## config.mk

```make
export PLATFORM = sky130hd
export DESIGN_NAME = keypad_matrix_scanner_flat
export DESIGN_NICKNAME = d
export VERILOG_FILES = /design/src/rtl/keypad_pkg.sv /design/src/rtl/keypad_matrix_scanner_if.sv /design/src/rtl/keypad_scan_tick.sv /design/src/rtl/keypad_matrix_scanner.sv /design/src/flat_wrapper.sv
export SDC_FILE = /design/constraint.sdc
export NUM_CORES = 1
export LEC_CHECK = 0
export BUFFER_PORTS_ARGS = -buffer_cell sky130_fd_sc_hd__buf_2
export CORE_AREA = 2 2 67 69
export CTS_CLUSTER_SIZE = 24
export DETAILED_ROUTE_END_ITERATION = 8
export DIE_AREA = 0 0 69 71
export PLACE_DENSITY = 0.69
export SYNTH_ARGS = -nofsm -noshare
export SYNTH_HDL_FRONTEND = slang
export SYNTH_SLANG_ARGS = --single-unit
```

## constraint.sdc

```tcl
create_clock -name clk -period 3.51 [get_ports clk]
set_clock_uncertainty 0.2 [all_clocks]
set_input_delay 0.351 -clock clk [delete_from_list [all_inputs] [get_ports clk]]
set_output_delay 0.351 -clock clk [all_outputs]
set_load 0.03 [all_outputs]
```

## src/rtl/keypad_pkg.sv

```systemverilog
// keypad_pkg: shared types and constants for the 4x4 keypad matrix scanner.
//   ROWS / COLS  - matrix dimensions
//   CODE_W       - width of the reported key code {row_idx, col_idx}
//   state_e      - scanner FSM states
//   first_low_row- priority encoder picking the lowest-numbered low row line
package keypad_pkg;

    localparam int ROWS   = 4;
    localparam int COLS   = 4;
    localparam int CODE_W = 4;

    typedef enum logic [1:0] {
        SCAN     = 2'd0,
        DEBOUNCE = 2'd1,
        HELD     = 2'd2
    } state_e;

    // Row 0 has the highest priority, so scan downwards and let the lowest
    // low bit overwrite any earlier hit.
    function automatic logic [1:0] first_low_row(input logic [ROWS-1:0] rows);
        logic [1:0] idx;
        idx = 2'd0;
        for (int i = ROWS - 1; i >= 0; i--) begin
            if (!rows[i]) begin
                idx = 2'(i);
            end
        end
        return idx;
    endfunction

endpackage

```

## src/rtl/keypad_matrix_scanner_if.sv

```systemverilog
// keypad_matrix_scanner_if: keypad pin and key-report bundle.
//   key_row     - row sense lines, active-low (board -> scanner)
//   key_col     - column drive, active-low one-hot (scanner -> board)
//   key_code    - last accepted key {row_idx, col_idx}
//   key_valid   - one-cycle strobe on an accepted press
//   key_pressed - high while the accepted key is held
// master: the scanner; slave: the board/consumer side.
interface keypad_matrix_scanner_if;
    import keypad_pkg::*;

    logic [ROWS-1:0]   key_row;
    logic [COLS-1:0]   key_col;
    logic [CODE_W-1:0] key_code;
    logic              key_valid;
    logic              key_pressed;

    modport master (
        input  key_row,
        output key_col,
        output key_code,
        output key_valid,
        output key_pressed
    );

    modport slave (
        output key_row,
        input  key_col,
        input  key_code,
        input  key_valid,
        input  key_pressed
    );
endinterface

```

## src/rtl/keypad_scan_tick.sv

```systemverilog
// keypad_scan_tick: scan-rate prescaler.
//   clk   - system clock
//   reset - asynchronous active-low reset
//   tick  - one-cycle pulse every SCAN_DIV clocks (while the count is SCAN_DIV-1)
module keypad_scan_tick #(
    parameter int SCAN_DIV = 2500
) (
    input  logic clk,
    input  logic reset,
    output logic tick
);
    localparam int PW = $clog2(SCAN_DIV);
    localparam logic [PW-1:0] LAST = PW'(SCAN_DIV - 1);

    logic [PW-1:0] pre_q, pre_d;
    logic          tick_q, tick_d;

    // Next prescaler count; tick is registered so it lines up with pre_q == LAST.
    always_comb begin
        if (pre_q == LAST) begin
            pre_d = '0;
        end else begin
            pre_d = pre_q + PW'(1);
        end
        tick_d = (pre_d == LAST);
    end

    // Prescaler and tick registers.
    always_ff @(posedge clk or negedge reset) begin
        if (!reset) begin
            pre_q  <= '0;
            tick_q <= 1'b0;
        end else begin
            pre_q  <= pre_d;
            tick_q <= tick_d;
        end
    end

    assign tick = tick_q;
endmodule

```

## src/rtl/keypad_matrix_scanner.sv

```systemverilog
// keypad_matrix_scanner: scans a 4x4 push-button matrix one column at a time,
// debounces the first key found and reports it.
//   clk   - system clock
//   reset - asynchronous active-low reset
//   kp    - keypad bundle (master): key_row in; key_col, key_code,
//           key_valid, key_pressed out
// Parameters: SCAN_DIV clocks per scan tick (>= 4), DEBOUNCE_SCANS agreeing
// ticks to accept a press or a release (>= 1).
module keypad_matrix_scanner
    import keypad_pkg::*;
#(
    parameter int SCAN_DIV       = 2500,
    parameter int DEBOUNCE_SCANS = 8
) (
    input  logic                    clk,
    input  logic                    reset,
    keypad_matrix_scanner_if.master kp
);
    localparam int CNT_W = $clog2(DEBOUNCE_SCANS + 1);
    localparam logic [CNT_W-1:0] CNT_MAX = CNT_W'(DEBOUNCE_SCANS);
    localparam logic [CNT_W-1:0] CNT_ONE = CNT_W'(1);

    logic tick;

    logic [ROWS-1:0]   sync1_q, sync1_d;
    logic [ROWS-1:0]   sync2_q, sync2_d;
    state_e            state_q, state_d;
    logic [1:0]        col_idx_q, col_idx_d;
    logic [1:0]        cand_row_q, cand_row_d;
    logic [1:0]        cand_col_q, cand_col_d;
    logic [CNT_W-1:0]  cnt_q, cnt_d;
    logic [CNT_W-1:0]  rel_cnt_q, rel_cnt_d;
    logic [CODE_W-1:0] key_code_q, key_code_d;
    logic              key_valid_q, key_valid_d;
    logic              key_pressed_q, key_pressed_d;
    logic [COLS-1:0]   key_col_q, key_col_d;

    logic [ROWS-1:0]   rs;
    logic              cand_bit;

    keypad_scan_tick #(
        .SCAN_DIV (SCAN_DIV)
    ) u_tick (
        .clk   (clk),
        .reset (reset),
        .tick  (tick)
    );

    assign rs       = sync2_q;
    assign cand_bit = rs[cand_row_q];

    // Scanner next-state: synchronizer shift, FSM and key reporting.
    always_comb begin
        sync1_d       = kp.key_row;
        sync2_d       = sync1_q;
        state_d       = state_q;
        col_idx_d     = col_idx_q;
        cand_row_d    = cand_row_q;
        cand_col_d    = cand_col_q;
        cnt_d         = cnt_q;
        rel_cnt_d     = rel_cnt_q;
        key_code_d    = key_code_q;
        key_pressed_d = key_pressed_q;
        key_valid_d   = 1'b0;

        if (tick) begin
            case (state_q)
                SCAN: begin
                    if (rs == 4'hF) begin
                        col_idx_d = col_idx_q + 2'd1;
                    end else begin
                        cand_row_d = first_low_row(rs);
                        cand_col_d = col_idx_q;
                        cnt_d      = CNT_ONE;
                        if (DEBOUNCE_SCANS == 1) begin
                            key_code_d    = {first_low_row(rs), col_idx_q};
                            key_pressed_d = 1'b1;
                            key_valid_d   = 1'b1;
                            cnt_d         = '0;
                            state_d       = HELD;
                        end else begin
                            state_d = DEBOUNCE;
                        end
                    end
                end
                DEBOUNCE: begin
                    if (!cand_bit) begin
                        // cnt never exceeds DEBOUNCE_SCANS-1 here, so +1 cannot overflow.
                        if ((cnt_q + CNT_ONE) >= CNT_MAX) begin
                            key_code_d    = {cand_row_q, cand_col_q};
                            key_pressed_d = 1'b1;
                            key_valid_d   = 1'b1;
                            cnt_d         = '0;
                            state_d       = HELD;
                        end else begin
                            cnt_d = cnt_q + CNT_ONE;
                        end
                    end else begin
                        cnt_d     = '0;
                        col_idx_d = col_idx_q + 2'd1;
                        state_d   = SCAN;
                    end
                end
                HELD: begin
                    if (cand_bit) begin
                        if ((rel_cnt_q + CNT_ONE) >= CNT_MAX) begin
                            key_pressed_d = 1'b0;
                            rel_cnt_d     = '0;
                            col_idx_d     = col_idx_q + 2'd1;
                            state_d       = SCAN;
                        end else begin
                            rel_cnt_d = rel_cnt_q + CNT_ONE;
                        end
                    end else begin
                        rel_cnt_d = '0;
                    end
                end
                default: begin
                    state_d   = SCAN;
                    cnt_d     = '0;
                    rel_cnt_d = '0;
                end
            endcase
        end else begin
            state_d = state_q;
        end

        key_col_d = ~(4'b0001 << col_idx_d);
    end

    // Scanner state registers.
    always_ff @(posedge clk or negedge reset) begin
        if (!reset) begin
            sync1_q       <= 4'hF;
            sync2_q       <= 4'hF;
            state_q       <= SCAN;
            col_idx_q     <= 2'd0;
            cand_row_q    <= 2'd0;
            cand_col_q    <= 2'd0;
            cnt_q         <= '0;
            rel_cnt_q     <= '0;
            key_code_q    <= 4'h0;
            key_valid_q   <= 1'b0;
            key_pressed_q <= 1'b0;
            key_col_q     <= 4'b1110;
        end else begin
            sync1_q       <= sync1_d;
            sync2_q       <= sync2_d;
            state_q       <= state_d;
            col_idx_q     <= col_idx_d;
            cand_row_q    <= cand_row_d;
            cand_col_q    <= cand_col_d;
            cnt_q         <= cnt_d;
            rel_cnt_q     <= rel_cnt_d;
            key_code_q    <= key_code_d;
            key_valid_q   <= key_valid_d;
            key_pressed_q <= key_pressed_d;
            key_col_q     <= key_col_d;
        end
    end

    assign kp.key_col     = key_col_q;
    assign kp.key_code    = key_code_q;
    assign kp.key_valid   = key_valid_q;
    assign kp.key_pressed = key_pressed_q;
endmodule

```

## src/flat_wrapper.sv

```systemverilog
// flat-port wrapper written by rule: the top's interface ports become plain ports
module keypad_matrix_scanner_flat import keypad_pkg::*;
#(
    parameter int SCAN_DIV       = 2500,
    parameter int DEBOUNCE_SCANS = 8
)
  (clk, reset, kp_key_row, kp_key_col, kp_key_code, kp_key_valid, kp_key_pressed);
  keypad_matrix_scanner_if kp_i ();
  input  logic clk;
  input  logic reset;
  input wire logic [$bits(kp_i.key_row)-1:0] kp_key_row;
  output wire logic [$bits(kp_i.key_col)-1:0] kp_key_col;
  output wire logic [$bits(kp_i.key_code)-1:0] kp_key_code;
  output wire logic [$bits(kp_i.key_valid)-1:0] kp_key_valid;
  output wire logic [$bits(kp_i.key_pressed)-1:0] kp_key_pressed;
  assign kp_i.key_row = kp_key_row;
  assign kp_key_col = kp_i.key_col;
  assign kp_key_code = kp_i.key_code;
  assign kp_key_valid = kp_i.key_valid;
  assign kp_key_pressed = kp_i.key_pressed;
  keypad_matrix_scanner #(.SCAN_DIV(SCAN_DIV), .DEBOUNCE_SCANS(DEBOUNCE_SCANS)) u_core (.clk(clk), .reset(reset), .kp(kp_i));
endmodule
```

==> impl_metrics.env, run 1 <==
export IMPL_vias_per_cell=5.260
export IMPL_die_width_um=69
export IMPL_cts_tree="done"
export IMPL_antenna_found_initial=0
export IMPL_routabilityCongestion=0.8618
export IMPL_status="completed"
export IMPL_routed_wl_mm=3.526
export IMPL_cts_reportedPaths_clkPinSlew_ns=0.09
export IMPL_drive_above_1_share_pct=19.82
export IMPL_final_core_util_pct=57.26
export IMPL_ys_flop_type="dfrtp_1"
export IMPL_power_uw=1031
export IMPL_worst_setup_path_start_kind="flip-flop"
export IMPL_grt_max_degree=48
export IMPL_first_global_vias=1444
export IMPL_worst_path_buf_inv=1
export IMPL_fill_cells=378
export IMPL_grt_ovfl_total=0
export IMPL_clock_sinks=47
export IMPL_criticalPathCategory="flip-flop to flip-flop"
export IMPL_multi_input_area_um2=870.8
export IMPL_maxSlewHeadroom_pct=34.67
export IMPL_clock_path_buffers=2
export IMPL_final_max_slew_viol_count=0
export IMPL_min_period_ns=2.268
export IMPL_core_area_um2=4204
export IMPL_holdWs_ns=0.01176
export IMPL_clk_latency_ns=0.29
export IMPL_hpwl_mm=2.504
export IMPL_n_antenna_cell=0
export IMPL_syn_inst=192
export IMPL_peakVddDrop_v=0.0002595
export IMPL_fin_ws_ns=1.242
export IMPL_drt_iter0_markers=54
export IMPL_drc=0
export IMPL_drtAntennaViolNets=0
export IMPL_synth_area_top_cells="dfrtp_1 (43%), dfstp_2 (14%), ha_1 (4.8%)"
export IMPL_synth_seq_cells=47
export IMPL_grt_pass1_wl_mm=6.279
export IMPL_wl_per_cell_um=13.11
export IMPL_worstPathCellList="inv_1 > ha_1 > nand2b_1 > mux2i_1 > o31ai_1 > o221ai_1 > a21o_1 > or2_1"
export IMPL_endpoint_kind="flip-flop"
export IMPL_final_nets=230
export IMPL_ys_seq_area_share_pct=56.61
export IMPL_synth_top_area_share_pct=42.86
export IMPL_firstDrtPassIters=4
export IMPL_arrival_ns=2.26
export IMPL_cp_required_ns=3.50
export IMPL_hold_viol=0
export IMPL_clock_fmax_mhz=440.9
export IMPL_maxCapViolCount=0
export IMPL_p_leak_uw=0.001112
export IMPL_synth_most_common_cell="dfrtp_1"
export IMPL_p_per_area_nw_per_um2=428.3
export IMPL_cts_root_buffer="clkbuf_8"
export IMPL_die_h_um=71
export IMPL_syn_to_final_growth_pct=14.52
export IMPL_synth_top_cells_by_count="dfrtp_1 (36), nand2_1 (20), nor2_1 (17), nand3_1 (13), o21ai_0 (12)"
export IMPL_die_area_um2=4899
export IMPL_worst_pin_slew_ns=0.9799
export IMPL_period_share_pct=64.62
export IMPL_critPathMaxStageDelay_ns=0.41
export IMPL_grt_usage_pct=15.91
export IMPL_syn_nets=206
export IMPL_async_reset_ff_share_pct=100.0
export IMPL_synth_warning_count=0
export IMPL_ys_types=41
export IMPL_path_delay_family="compound AO/OA/AOI/OAI gates"
export IMPL_port_buffers=15
export IMPL_setup_viol=0
export IMPL_critPathSlowestCell="dfrtp_1"
export IMPL_cp_max_fo=9
export IMPL_regArea_um2=1190
export IMPL_syn_avg_cell_area_um2=10.95
export IMPL_htreeDepth=2
export IMPL_rsz0062_at_grt="no"
export IMPL_rows=24
export IMPL_initial_core_util_pct=50.00
export IMPL_pin_count=16
export IMPL_hold_class="input port to async pin"
export IMPL_synth_edff_count=0
export IMPL_tns_ns=0
export IMPL_yosys_area_top_type="dfrtp_1"
export IMPL_dr_total_vias=1415
export IMPL_cts_made_buffers=5
export IMPL_post_place_ws_ns=1.251
export IMPL_syn_area_um2=2102
-- flip-flops by register name (all words and copies together) (netlist names) --
signal,count
u_core.u_tick.pre_q,12
u_core.cnt_q,4
u_core.kp.key_code,4
u_core.kp.key_col,4
u_core.rel_cnt_q,4
u_core.rs,4
u_core.sync1_q,4
u_core.cand_col_q,2
u_core.cand_row_q,2
u_core.col_idx_q,2
u_core.state_q,2
u_core.kp.key_pressed,1
u_core.kp.key_valid,1
u_core.u_tick.tick,1
-- cell families after synthesis --
logic type      after synthesis  synth area share (%)
xor+xnor                     12                 5.000
fa+ha+maj                     8                 4.762
compound gates               26                 7.619
mux                           9                 5.178
buf+inv                      11                 1.964
simple gates                 79                 18.87
flops                        47                 56.61
-- path summary, 6_finish.rpt --
check,from,end,slack [ns],depth (start not counted)
hold reg to reg,u_core.sync1_q[3],u_core.rs[3],0.16,0
hold / removal,reset,u_core.cnt_q[1],0.01,1
setup / recovery,u_core.state_q[0],u_core.kp.key_col[0],1.24,8
setup reg to reg,u_core.state_q[0],u_core.kp.key_col[0],1.24,8
min in group clk,u_core.sync1_q[3],u_core.rs[3],0.16,0
max in group asynchronous,reset,u_core.u_tick.pre_q[1],2.49,1
-- worst register-to-register path, stage by stage, from the launching register on --
cell and delay (ns):
dfrtp_1 0.41, inv_1 0.08, ha_1 0.30, nand2b_1 0.11, mux2i_1 0.07, o31ai_1 0.36, o221ai_1 0.19, a21o_1 0.25
or2_1 0.21
-- report_power, final --
part / switching (µW) / internal (µW)
clock network: 173 / 285
registers: 3.33 / 550
logic: 13.6 / 7.25
total: 190 / 841
-- placed cells by master, fill, tap and decap left out, types with 2 or more instances in the layout --
master	netlist	routed
nor4_1	2	2
bufinv_16	0	2
dfstp_2	11	11
ha_1	8	8
nand4_1	2	2
nand2_1	20	20
and3_1	2	2
and2_1	2	2
clkbuf_8	0	5
xnor2_1	8	8
nor2_1	17	17
mux2_2	5	5
nor3_1	4	4
o21ai_0	12	12
nor2b_1	2	2
o31ai_1	2	2
dlygate4sd3_1	0	4
dfrtp_1	36	36
buf_2	0	15
a21oi_1	4	4
nand3_1	13	13
inv_1	9	9
xor2_1	4	4
a21o_1	2	2
mux2i_1	3	3
nand2b_1	5	5
-- layout make-up --
| type | instances | area share (%) |
|---|---|---|
| Sequential cell | 47 | 49.43 |
| Tap cell | 52 | 2.703 |
| Timing Repair Buffer | 19 | 4.782 |
| Clock buffer | 6 | 3.015 |
| Clock inverter | 2 | 2.495 |
| Inverter | 9 | 1.403 |
| Multi-Input combinational cell | 134 | 36.17 |
-- stage by stage --
| stage | instances | cell area [µm²] |
|---|---|---|
| global route | 269 | 2407 |
| finish | 269 | 2407 |
| floorplan | 192 | 2102 |
| CTS | 269 | 2407 |
| detailed placement | 257 | 2235 |
| global placement | 257 | 2235 |
-- metal layers --
layer	wire, µm	global-route usage [%]	part of all wire [%]
met1	1690	20.54	48
met4	13	4.575	0.37
met2	1724	26.60	49
met3	97	4.274	2.8
met5	0	0	0
-- what timing repair did --
| action | 4_1_cts | 5_1_grt |
|---|---|---|
| hold endpoints to repair | 4 | 0 |
| gates resized for setup | 0 | 0 |
| hold buffers | 4 | 0 |
| setup endpoints to repair | 0 | 0 |
| buffers inserted | 0 | 0 |
Power figures use the tool's default switching activity.
==> run 2, diff against run 1 <==
- ABC_AREA: not set -> 1
- CORE_AREA: 2 2 67 69 -> 2 2 70 72
- DIE_AREA: 0 0 69 71 -> 0 0 72 74
- PLACE_DENSITY: 0.69 -> 0.7
- clock period: 3.51 -> 2 ns (I/O delays scaled with it)
==> run 2 against run 1 <==
Cell area increased by 8.1%; cell count is 32% higher; synthesized area rose by 8.0%; clock power is 56% higher; sequential share of layout area fell by 3.7 points; synthesized cell count is 42% higher; sequential power rose by 75%; clock-buffer cell count unchanged; die area is 8.8% higher; critical path type unchanged; register-to-register slack got worse by 1.1 ns; setup slack worse by 1.1 ns; largest cell class unchanged; sequential cell count is the same.
==> impl_metrics.env, run 2 <==
export IMPL_p_leak_uw=0.001345
export IMPL_largest_reg_flops=12
export IMPL_tns_ns=0
export IMPL_top_register="u_core.u_tick.pre_q"
export IMPL_endpoint_kind="flip-flop"
export IMPL_drc=0
export IMPL_cts_resized=0
export IMPL_placed_cells=342
export IMPL_die_area_um2=5328
export IMPL_power_uw=1725
export IMPL_cts_reportedPaths_clkPinSlew_ns=0.08
export IMPL_grt_max_degree=26
export IMPL_syn_avg_cell_area_um2=8.349
export IMPL_wl_per_cell_um=10.96
export IMPL_drive_above_1_share_pct=16.61
export IMPL_drtAntennaViolNets=0
export IMPL_initial_core_util_pct=49.39
export IMPL_port_buffers=15
export IMPL_maxSlewHeadroom_pct=65.54
export IMPL_routed_wl_mm=3.892
export IMPL_core_area_um2=4598
export IMPL_crit_start="u_core.state_q[0]"
export IMPL_cts_tree="done"
export IMPL_clk_latency_ns=0.29
export IMPL_holdPathStages=0
export IMPL_mostFrequentLayoutCells="nand2_1 (89), inv_1 (39), dfrtp_1 (36), nand3_1 (19), nor2_1 (19)"
export IMPL_synth_edff_count=0
export IMPL_drt_iter0_markers=101
export IMPL_n_antenna_cell=0
export IMPL_grt_pass1_wl_mm=7.038
export IMPL_hold_viol=0
export IMPL_async_reset_ff_share_pct=100.0
export IMPL_min_period_ns=1.843
export IMPL_hpwl_mm=2.970
export IMPL_final_max_slew_viol_count=0
export IMPL_r2r_end="u_core.cand_row_q[1]"
export IMPL_htreeDepth=2
export IMPL_worst_pin_slew_ns=0.5168
export IMPL_maxCapViolCount=0
export IMPL_firstDrtPassIters=4
export IMPL_syn_to_final_growth_pct=14.55
export IMPL_p_per_area_nw_per_um2=663.1
export IMPL_first_global_vias=1696
export IMPL_peakVddDrop_v=0.0002774
export IMPL_reg2reg_slack_ns=0.16
export IMPL_vias_per_cell=5.006
export IMPL_r2r_start="u_core.state_q[0]"
export IMPL_syn_inst=272
export IMPL_r2r_cells=6
export IMPL_pin_count=16
export IMPL_fin_cells=355
export IMPL_clock_sinks=47
export IMPL_cp_max_fo=6
export IMPL_syn_area_um2=2271
export IMPL_criticalPathCategory="flip-flop to flip-flop"
export IMPL_ys_types=27
export IMPL_antenna_found_initial=0
export IMPL_hold_class="flip-flop to flip-flop"
export IMPL_die_h_um=74
export IMPL_synth_area_top_cells="dfrtp_1 (40%), nand2_1 (15%), dfstp_2 (13%)"
export IMPL_yosys_area_top_type="dfrtp_1"
export IMPL_synth_top_cells_by_count="nand2_1 (89), inv_1 (39), dfrtp_1 (36), nand3_1 (19), nor2_1 (19)"
export IMPL_cts_made_buffers=5
export IMPL_cts_root_buffer="clkbuf_8"
export IMPL_routabilityCongestion=0.8369
export IMPL_setup_viol=0
export IMPL_fill_cells=434
export IMPL_synth_warning_count=0
export IMPL_rsz0062_at_grt="no"
export IMPL_dr_total_vias=1777
export IMPL_grt_usage_pct=16.97
export IMPL_syn_nets=286
export IMPL_status="completed"
export IMPL_synth_top_area_share_pct=39.67
export IMPL_cp_endpoint="u_core.cand_row_q[1]"
export IMPL_ys_flop_type="dfrtp_1"
export IMPL_clock_fmax_mhz=542.7
export IMPL_synth_most_common_cell="nand2_1"
export IMPL_arrival_ns=1.86
export IMPL_rows=25
export IMPL_die_width_um=72
export IMPL_clock_path_buffers=2
export IMPL_cp_required_ns=2.01
export IMPL_grt_ovfl_total=0
export IMPL_final_nets=314
export IMPL_worst_setup_path_start_kind="flip-flop"
export IMPL_period_share_pct=92.13
export IMPL_synth_seq_cells=47
export IMPL_layout_commonest_cell="nand2_1"
export IMPL_ys_seq_area_share_pct=52.40
-- run 2: cell types whose count changed in the layout (fill, tap and decap cells not counted), moves of 5 or more --
cell      change
nand2b_1      -5
xnor2_1       -8
nand2_1      +69
mux2_2        -5
nand3_1       +6
inv_1        +30
-- run 2: final cells by class --
class / instances / area, µm² / area share (%)
Clock inverter: 2 / 35.03 / 1.347
Multi-Input combinational cell: 183 / 923.4 / 35.50
Sequential cell: 47 / 1190 / 45.74
Timing Repair Buffer: 21 / 145.1 / 5.580
Inverter: 42 / 157.7 / 6.061
Clock buffer: 6 / 82.58 / 3.175
Tap cell: 54 / 67.56 / 2.597
-- run 2: through the flow --
stage	util, %	hold slack [ns]	area, µm²	worst slack [ns]
after floorplan	-	-0.2956	2271	0.4078
after global placement	52.93	0.009673	2434	0.1602
after detailed placement	52.93	0.008395	2434	0.1334
after CTS	56.57	0.1595	2601	0.1283
after global routing	56.57	0.1618	2601	0.04506
final	56.57	0.1589	2601	0.1573
-- run 2: cell families after synthesis --
logic type	count (synthesis)	share of synthesized area, %
simple gates	153	29.81
fa+ha+maj	8	4.408
mux	1	0.4408
compound gates	16	4.078
buf+inv	42	6.942
flops	47	52.40
xor+xnor	5	1.928
-- run 2: how the worst min path moves through the flow --
stage                                  to         startpoint
floorplan            u_core.cand_col_q[0]              reset
global placement    u_core.kp.key_code[2]              reset
detailed placement  u_core.kp.key_code[2]              reset
CTS                          u_core.rs[0]  u_core.sync1_q[0]
global route                 u_core.rs[0]  u_core.sync1_q[0]
finish                       u_core.rs[0]  u_core.sync1_q[0]
-- run 2: critical path: stages (launching register included) --
cell and delay, ns:
dfrtp_1 0.42, inv_1 0.09, ha_1 0.27, o21ai_0 0.15
nor2_1 0.33, inv_1 0.14, a32oi_1 0.16
-- run 2: metal layers --
layer  up-vias  share of wire, %  track usage, %
li1        909                 -               -
met1       842                48           20.81
met2        22                49           29.73
met3         4               2.1           3.659
met4         0               1.1           6.289
met5         -                 0               0
-- run 2: repair_timing --
item / CTS / global route
buffers inserted: 0 / 0
hold buffers: 5 / 0
endpoints found under the hold margin: 23 / 0
-- run 2: report_power, final --
| group | leakage [µW] | internal [µW] | total [µW] | switching (µW) |
|---|---|---|---|---|
| registers | 0.000604 | 965 | 969 | 4.19 |
| clock network | 0.0000612 | 404 | 712 | 307 |
| logic | 0.000679 | 16.9 | 44.4 | 27.5 |
| total | 0.00135 | 1390 | 1720 | 339 |
